File: src/rtl/intc_rr_arbiter.sv
// Round-robin interrupt controller for four accelerator sources: edge-detected
// pending bits, mask register, non-preemptive grant with IACK/EOI handshake.
module intc_rr_arbiter #(
  parameter int N_SRC  = 4,
  parameter int ADDR_W = 32
) (
  input  logic              clk,
  input  logic              rst,
  input  logic [N_SRC-1:0]  done,
  input  logic              IACK,
  input  logic              eoi,
  input  logic              mask_we,
  input  logic [N_SRC-1:0]  mask_wdata,
  input  logic [ADDR_W-1:0] isr_addr0,
  input  logic [ADDR_W-1:0] isr_addr1,
  input  logic [ADDR_W-1:0] isr_addr2,
  input  logic [ADDR_W-1:0] isr_addr3,
  output logic              IRQ,
  output logic [ADDR_W-1:0] isr_addr,
  output logic [1:0]        active_id,
  output logic [N_SRC-1:0]  pending,
  output logic [N_SRC-1:0]  mask,
  output logic              busy,
  output logic              error
);

  typedef enum logic [1:0] {S_IDLE, S_REQ, S_SERVICE} state_t;

  state_t             state;
  logic [1:0]         ptr;
  logic [N_SRC-1:0]   done_prev;
  logic [N_SRC-1:0]   rise;
  logic [N_SRC-1:0]   eligible;
  logic [N_SRC-1:0]   clr_vec;
  logic               found;
  logic [1:0]         sel_id;
  logic [1:0]         cand;
  logic [ADDR_W-1:0]  sel_addr;

  assign rise     = done & ~done_prev;
  assign eligible = pending & ~mask;

  // Search upward from ptr, wrapping mod 4; first eligible source wins.
  always_comb begin
    found  = 1'b0;
    sel_id = '0;
    cand   = '0;
    for (int unsigned k = 0; k < N_SRC; k++) begin
      cand = ptr + k[1:0];
      if (!found && eligible[cand]) begin
        found  = 1'b1;
        sel_id = cand;
      end
    end
  end

  always_comb begin
    case (sel_id)
      2'd0:    sel_addr = isr_addr0;
      2'd1:    sel_addr = isr_addr1;
      2'd2:    sel_addr = isr_addr2;
      default: sel_addr = isr_addr3;
    endcase
  end

  always_comb begin
    clr_vec = '0;
    if (state == S_REQ && IACK) clr_vec[active_id] = 1'b1;
  end

  always_ff @(posedge clk or negedge rst) begin
    if (!rst) begin
      state     <= S_IDLE;
      IRQ       <= 1'b0;
      busy      <= 1'b0;
      error     <= 1'b0;
      isr_addr  <= '0;
      active_id <= '0;
      pending   <= '0;
      mask      <= '0;
      ptr       <= '0;
      done_prev <= '0;
    end else begin
      done_prev <= done;
      if (mask_we) mask <= mask_wdata;
      // A new edge ORed in after the clear lets set win over IACK's clear.
      pending   <= (pending & ~clr_vec) | rise;
      error     <= (IACK && state != S_REQ) || (eoi && state != S_SERVICE);
      case (state)
        S_IDLE: begin
          if (found) begin
            state     <= S_REQ;
            active_id <= sel_id;
            isr_addr  <= sel_addr;
            IRQ       <= 1'b1;
            busy      <= 1'b1;
          end
        end
        S_REQ: begin
          if (IACK) begin
            state <= S_SERVICE;
            ptr   <= active_id + 2'd1;
            IRQ   <= 1'b0;
          end
        end
        S_SERVICE: begin
          if (eoi) begin
            state <= S_IDLE;
            busy  <= 1'b0;
          end
        end
        default: begin
          state <= S_IDLE;
          IRQ   <= 1'b0;
          busy  <= 1'b0;
        end
      endcase
    end
  end

endmodule

File: config.mk
export PLATFORM = sky130hd
export DESIGN_NAME = intc_rr_arbiter
export DESIGN_NICKNAME = d
export VERILOG_FILES = /design/src/rtl/intc_rr_arbiter.sv
export SDC_FILE = /design/constraint.sdc
export NUM_CORES = 1
export LEC_CHECK = 0
export BUFFER_PORTS_ARGS = -buffer_cell sky130_fd_sc_hd__buf_2
export CAP_MARGIN = 20
export CORE_AREA = 2 2 88 90
export DETAILED_ROUTE_END_ITERATION = 10
export DIE_AREA = 0 0 90 92
export PLACE_DENSITY = 0.81
export SLEW_MARGIN = 20
export SYNTH_ARGS = -nofsm -noshare
export SYNTH_HDL_FRONTEND = slang
export SYNTH_SLANG_ARGS = --single-unit
File: constraint.sdc
create_clock -name clk -period 3.9 [get_ports clk]
set_clock_uncertainty 0.1 [all_clocks]
set_input_delay 0.39 -clock clk [delete_from_list [all_inputs] [get_ports clk]]
set_output_delay 0.39 -clock clk [all_outputs]
set_load 0.05 [all_outputs]
# After elaboration in Yosys (flattened, before gate mapping)

Cells that the tools add are included.

Add/sub/neg operators: 4
$lt $le $gt $ge: 6
Equality and inequality tests: 9
Muxes and demuxes: 29
Bitwise operators: 9
Reduce and logical (&&, ||, !) cells: 18

Operators by type and width:

| cell                                                                                | number |
|---|---|
| 32-bit case mux with 3 select lines                                                 | 1 |
| 2-bit by 3-bit less-than comparator with 1-bit output, second input constant        | 5 |
| 2-bit 2-to-1 mux                                                                    | 7 |
| 4-bit bitwise AND                                                                   | 3 |
| 1-bit 2-to-1 mux                                                                    | 12 |
| 4-bit NOT                                                                           | 3 |
| 3-bit AND reduction                                                                 | 3 |
| 1-bit binary-select mux with 2-bit select                                           | 4 |
| 2-bit inequality test, second input constant                                        | 4 |
| 1-bit logical AND                                                                   | 7 |
| 1-bit case mux with 3 select lines                                                  | 2 |
| 2-bit case mux with 3 select lines                                                  | 1 |
| 2-bit by 1-bit adder with 2-bit output, second input constant                       | 2 |
| 2-bit adder, second input constant                                                  | 2 |
| 2-bit by 1-bit == test with 1-bit output, second input constant                     | 2 |
| 2-bit == test, second input constant                                                | 2 |
| 2-bit logical NOT                                                                   | 2 |
| 4-bit 2-to-1 mux                                                                    | 1 |
| 4-bit bitwise OR                                                                    | 1 |
| 2-bit AND reduction                                                                 | 2 |
| 1-bit logical NOT                                                                   | 3 |
| 1-bit demux with 2-bit select                                                       | 1 |
| 2-bit by 1-bit greater-or-equal comparator with 1-bit output, second input constant | 1 |
| 2-bit by 1-bit inequality test with 1-bit output, second input constant             | 1 |
| 2 further kinds                                                                     | 3 |

Register bits: 53
Bits of input ports: 141
Output and inout port bits: 45
Word-level logic and storage cells: 85

# Logic depth before layout (Yosys ltp)

Depth after elaboration: 16
Depth in mapped cells: 8
Gate-level depth less buffers: 5

# Worst setup path after synthesis

No wires, ideal clock.

Path type: reg-to-reg
From: reg pending[2]
To: reg isr_addr[10]
Setup time: 86 ps
Arrival time: 2026 ps
Data required time: 3714 ps
Path slack: 1689 ps
Stages on the path, launching flop included: 9
Buffers on the path: 3
Clock period less this slack: 2211 ps
Cells stage by stage: dfrtp_1 > nor2b_4 > nor4b_4 > or3_1 > buf_2 > or2_1 > buf_6 > buf_12 > o221ai_2

Cells in the longest elaborated chain, start to end: 15
Elaborated cells between the ends (all ways): 28
Classes of those cells: eq/ne: 2; mux: 17; bitwise: 1; reduce/logical: 8

Ends and longest elaborated chain:

| item                                        | RTL line | RTL |
|---|---|---|
| start: declaration                          | 21       | `output logic [N_SRC-1:0] pending,` |
| start signal: assignment                    | 87       | `pending <= (pending & ~clr_vec) \| rise;` |
| 4-bit bitwise AND (*)                       | 41       | `assign eligible = pending & ~mask;` |
| 1-bit binary-select mux with 2-bit select   | 50       | `if (!found && eligible[cand]) begin` |
| 1-bit 2-to-1 mux (not written as such)      | 50       |  |
| 1-bit 2-to-1 mux                            | 50       |  |
| 1-bit logical NOT                           | 50       |  |
| 1-bit logical AND                           | 50       |  |
| 1-bit 2-to-1 mux                            | 50       |  |
| 1-bit logical NOT                           | 50       |  |
| 1-bit logical AND                           | 50       |  |
| 1-bit 2-to-1 mux                            | 50       |  |
| 1-bit logical NOT                           | 50       |  |
| 1-bit logical AND                           | 50       |  |
| 2-bit 2-to-1 mux                            | 50       |  |
| 2-bit == test, or another cell as far along | 58       | `case (sel_id)` |
| 32-bit case mux with 3 select lines         | 58       |  |
| end signal: assignment                      | 94       | `isr_addr <= sel_addr;` |
| end: declaration                            | 19       | `output logic [ADDR_W-1:0] isr_addr,` |

Mark *: on every way between the ends. The rest lies on a longest branch, timed or not. The select of a mux whose other input is x is not followed.
A chain may end at the register's enable or synchronous reset.

# Worst setup path in the final report

From: reg mask[0]
To: reg isr_addr[0]

Cells in the longest elaborated chain, start to end: 16
Elaborated cells between the ends (all ways): 29
Classes of those cells: eq/ne: 2; mux: 17; bitwise: 2; reduce/logical: 8

Ends and longest elaborated chain:

| item                                        | RTL line | RTL |
|---|---|---|
| start: declaration                          | 22       | `output logic [N_SRC-1:0] mask,` |
| start signal: assignment                    | 85       | `if (mask_we) mask <= mask_wdata;` |
| 4-bit NOT (*)                               | 41       |  |
| 4-bit bitwise AND (*)                       | 41       |  |
| 1-bit binary-select mux with 2-bit select   | 50       |  |
| 1-bit 2-to-1 mux (not written as such)      | 50       |  |
| 1-bit 2-to-1 mux                            | 50       |  |
| 1-bit logical NOT                           | 50       |  |
| 1-bit logical AND                           | 50       |  |
| 1-bit 2-to-1 mux                            | 50       |  |
| 1-bit logical NOT                           | 50       |  |
| 1-bit logical AND                           | 50       |  |
| 1-bit 2-to-1 mux                            | 50       |  |
| 1-bit logical NOT                           | 50       |  |
| 1-bit logical AND                           | 50       |  |
| 2-bit 2-to-1 mux                            | 50       |  |
| 2-bit == test, or another cell as far along | 58       |  |
| 32-bit case mux with 3 select lines         | 58       |  |

Marks and branches as above.

==> out/metrics.yaml <==
outcome:
  status: "finished, final reports clean"
timing:
  setup_violations: 0
  slew_headroom_pct: 37.5
  fin_crit_ns: 2.71
  holdWs_ns: 0.0999
  tightest_slew_ns: 0.938
  period_share_pct: 69.4
  rsz0062_at_grt: "no"
  slew_violations: 0
  setup_tns_ns: 0
  final-hold-violation-count: 0
  timing.fmax_ghz: 0.369
setup_path:
  arrival_ns: 2.76
  cp_max_fo: 32
  slowest_stage: "or2_2"
  cp-end-kind: "flop"
  max_stage_delay_ns: 0.84
  cp-start-kind: "flop"
  rrSetupSlack_ns: 1.19
  critPathRequiredTime_ns: 3.95
  cp_cell_sequence: "and2b_2 > nor4b_4 > or3_1 > or2_2 > o221ai_1"
  r2r_cells: 5
  critPathKind: "flop to flop"
  r2r-start: "mask[0]"
  r2r-end: "isr_addr[0]"
cts:
  cts_hold_buf: 0
  cts_resized: 0
  cts_buffer_depth: 2
  clk_latency_ns: 0.30
  clkTransAtPathRegs_ns: 0.10
  cts_buffers: 5
  htree_levels: 2
  clock-sinks: 53
  cts_tree: "done"
  post_cts_buffers: 0
  cts_root_buf: "clkbuf_8"
yosys:
  synthDistinctLibCells: 36
  ys_seq_area_share_pct: 41.1
  synth_most_common_cell: "mux2i_1"
  ys.flop_type: "dfrtp_1"
  yosys-top-cells-count: "64 x mux2i_1, 53 x dfrtp_1, 47 x nand2_1"
  synth_fp_nets: 417
  synth.area.top_cells: "dfrtp_1 41%, mux2i_1 20%, o221ai_2 14%"
  synth_largest_area_cell: "dfrtp_1"
  async_flop_share_pct: 100
  synthCells: 272
  syn_area_um2: 3230
  synth_edf_count: 0
  yosysWarnings: 0
  synth_area_per_cell_um2: 11.9
  ys_seq_elements: 53
  synthDominantCellAreaShare_pct: 41.1
floorplanning:
  initial_core_util_pct: 43.4
  die_h_um: 92
  core_area_um2: 7450
  ios: 186
  rows: 32
  fp.dieW_um: 90
  dieArea_um2: 8280
grt:
  grt_util_all_layers_pct: 19.1
  grt_pass1_vias: 2716
  grt_max_degree: 40
  overflow: 0
  grt_antenna_before_repair: 0
  grt_pass1_wl_um: 13000
worst_hold_path:
  hold_path_class: "input pin to asynchronous set/reset pin"
power_and_ir_drop:
  power.share.sequential_pct: 25.3
  powerDensity_nw_per_um2: 894
  leakage_nw: 2.17
  p_sw_share_pct: 53.0
  ir_drop_uv: 398
  power_switching_mw: 2.00
  p_int_mw: 1.77
  clkPwrFrac_pct: 8.1
  p_comb_share_pct: 66.6
finish:
  n_antenna_cell: 0
  nets: 595
  syn_to_final_growth_pct: 30.6
  drive_gt1_share_pct: 53.9
  fin_util_pct: 56.6
routing:
  dr.first_iter.drc_count: 58
  wl_per_cell_um: 14.5
  antenna_left: 0
  via_per_inst: 4.94
  drcViolationCount: 0
  drt-pass1-iter-count: 4
  vias: 2730
  postRouteWirelength_um: 8000
place:
  dpl.hpwl_um: 6330
  port_buffers: 185
  gp_congestion: 0.762
run:
  drv_cap: 0
area by class of cell:
class                   instances  area [um^2]
repair buffers                191          971
clock inverters                 2         10.0
clock buffers                   6         72.6
flip-flops and latches         53         1330
multi-input cells             191         1680
fillers                       639         3230
well taps                     102          128
inverters                       8         30.0
metrics by stage:
step                      worst slack (ns)  cell area [um^2]  cells  power (mW)
after floorplan                       1.69              3230    272        3.12
after global placement                1.24              4140    545        3.44
after detailed placement              1.17              4140    545        3.51
after CTS                             1.16              4220    553        3.81
after global routing                 0.990              4220    553        4.02
final                                 1.19              4220    553        3.77
cells in the final DEF (no fill, tap or decap), drive strengths merged, types with 2 or more instances in the layout:
| master | instances |
|---|---|
| buf | 191 |
| mux2i | 64 |
| dfrtp | 53 |
| nand2 | 47 |
| o221ai | 32 |
| o21ai | 10 |
| inv | 8 |
| clkbuf | 6 |
| mux2 | 5 |
| nor2 | 5 |
| ha | 4 |
| nand2b | 4 |
| nor2b | 3 |
| a21oi | 2 |
| a211oi | 2 |
| clkinv | 2 |
state kept, by name, summed over array words and instances, names as in the netlist:
| signal | count |
|---|---|
| IRQ | 1 |
| active_id | 2 |
| busy | 1 |
| done_prev | 4 |
| error | 1 |
| isr_addr | 32 |
| mask | 4 |
| pending | 4 |
| ptr | 2 |
| state | 2 |
worst max-delay path by stage:
stage / endpoint / from / slack [ns] / depth (start not counted)
detailed placement: isr_addr[0] / mask[0] / 1.17 / 5
finish: isr_addr[0] / mask[0] / 1.19 / 5
CTS: isr_addr[0] / mask[0] / 1.16 / 5
global placement: isr_addr[0] / pending[0] / 1.24 / 5
global route: isr_addr[0] / mask[0] / 0.99 / 5
floorplan: isr_addr[10] / pending[2] / 1.69 / 8
per-layer routing:
layer | vias up | global-route usage, % | share of wire (%)
li1 | 1350 | - | -
met5 | - | 0 | 0
met4 | 0 | 4.10 | 1.1
met1 | 1266 | 22.1 | 40
met3 | 8 | 5.75 | 7.9
met2 | 106 | 34.8 | 51
power by group through the flow:
stage / clock network (mW) / registers (mW) / logic (mW)
after global routing: 0.332 / 0.987 / 2.70
after detailed placement: 0 / 0.963 / 2.55
after floorplan: 0 / 1.65 / 1.47
final: 0.305 / 0.953 / 2.51
after global placement: 0 / 0.954 / 2.49
after CTS: 0.309 / 0.953 / 2.55
logic make-up after synthesis:
kind of cell	after synthesis	share of synthesized area [%]
flops	53	41.1
buf+inv	28	7.24
fa+ha+maj	4	1.55
compound gates	49	17.7
mux	69	21.6
simple gates	69	10.8
critical path, delay by kind of cell (launching register included):
kind | cells | cell delay, ns
compound gates | 1 | 0.19
flops | 1 | 0.40
simple gates | 4 | 1.84
Power figures use the tool's default switching activity.
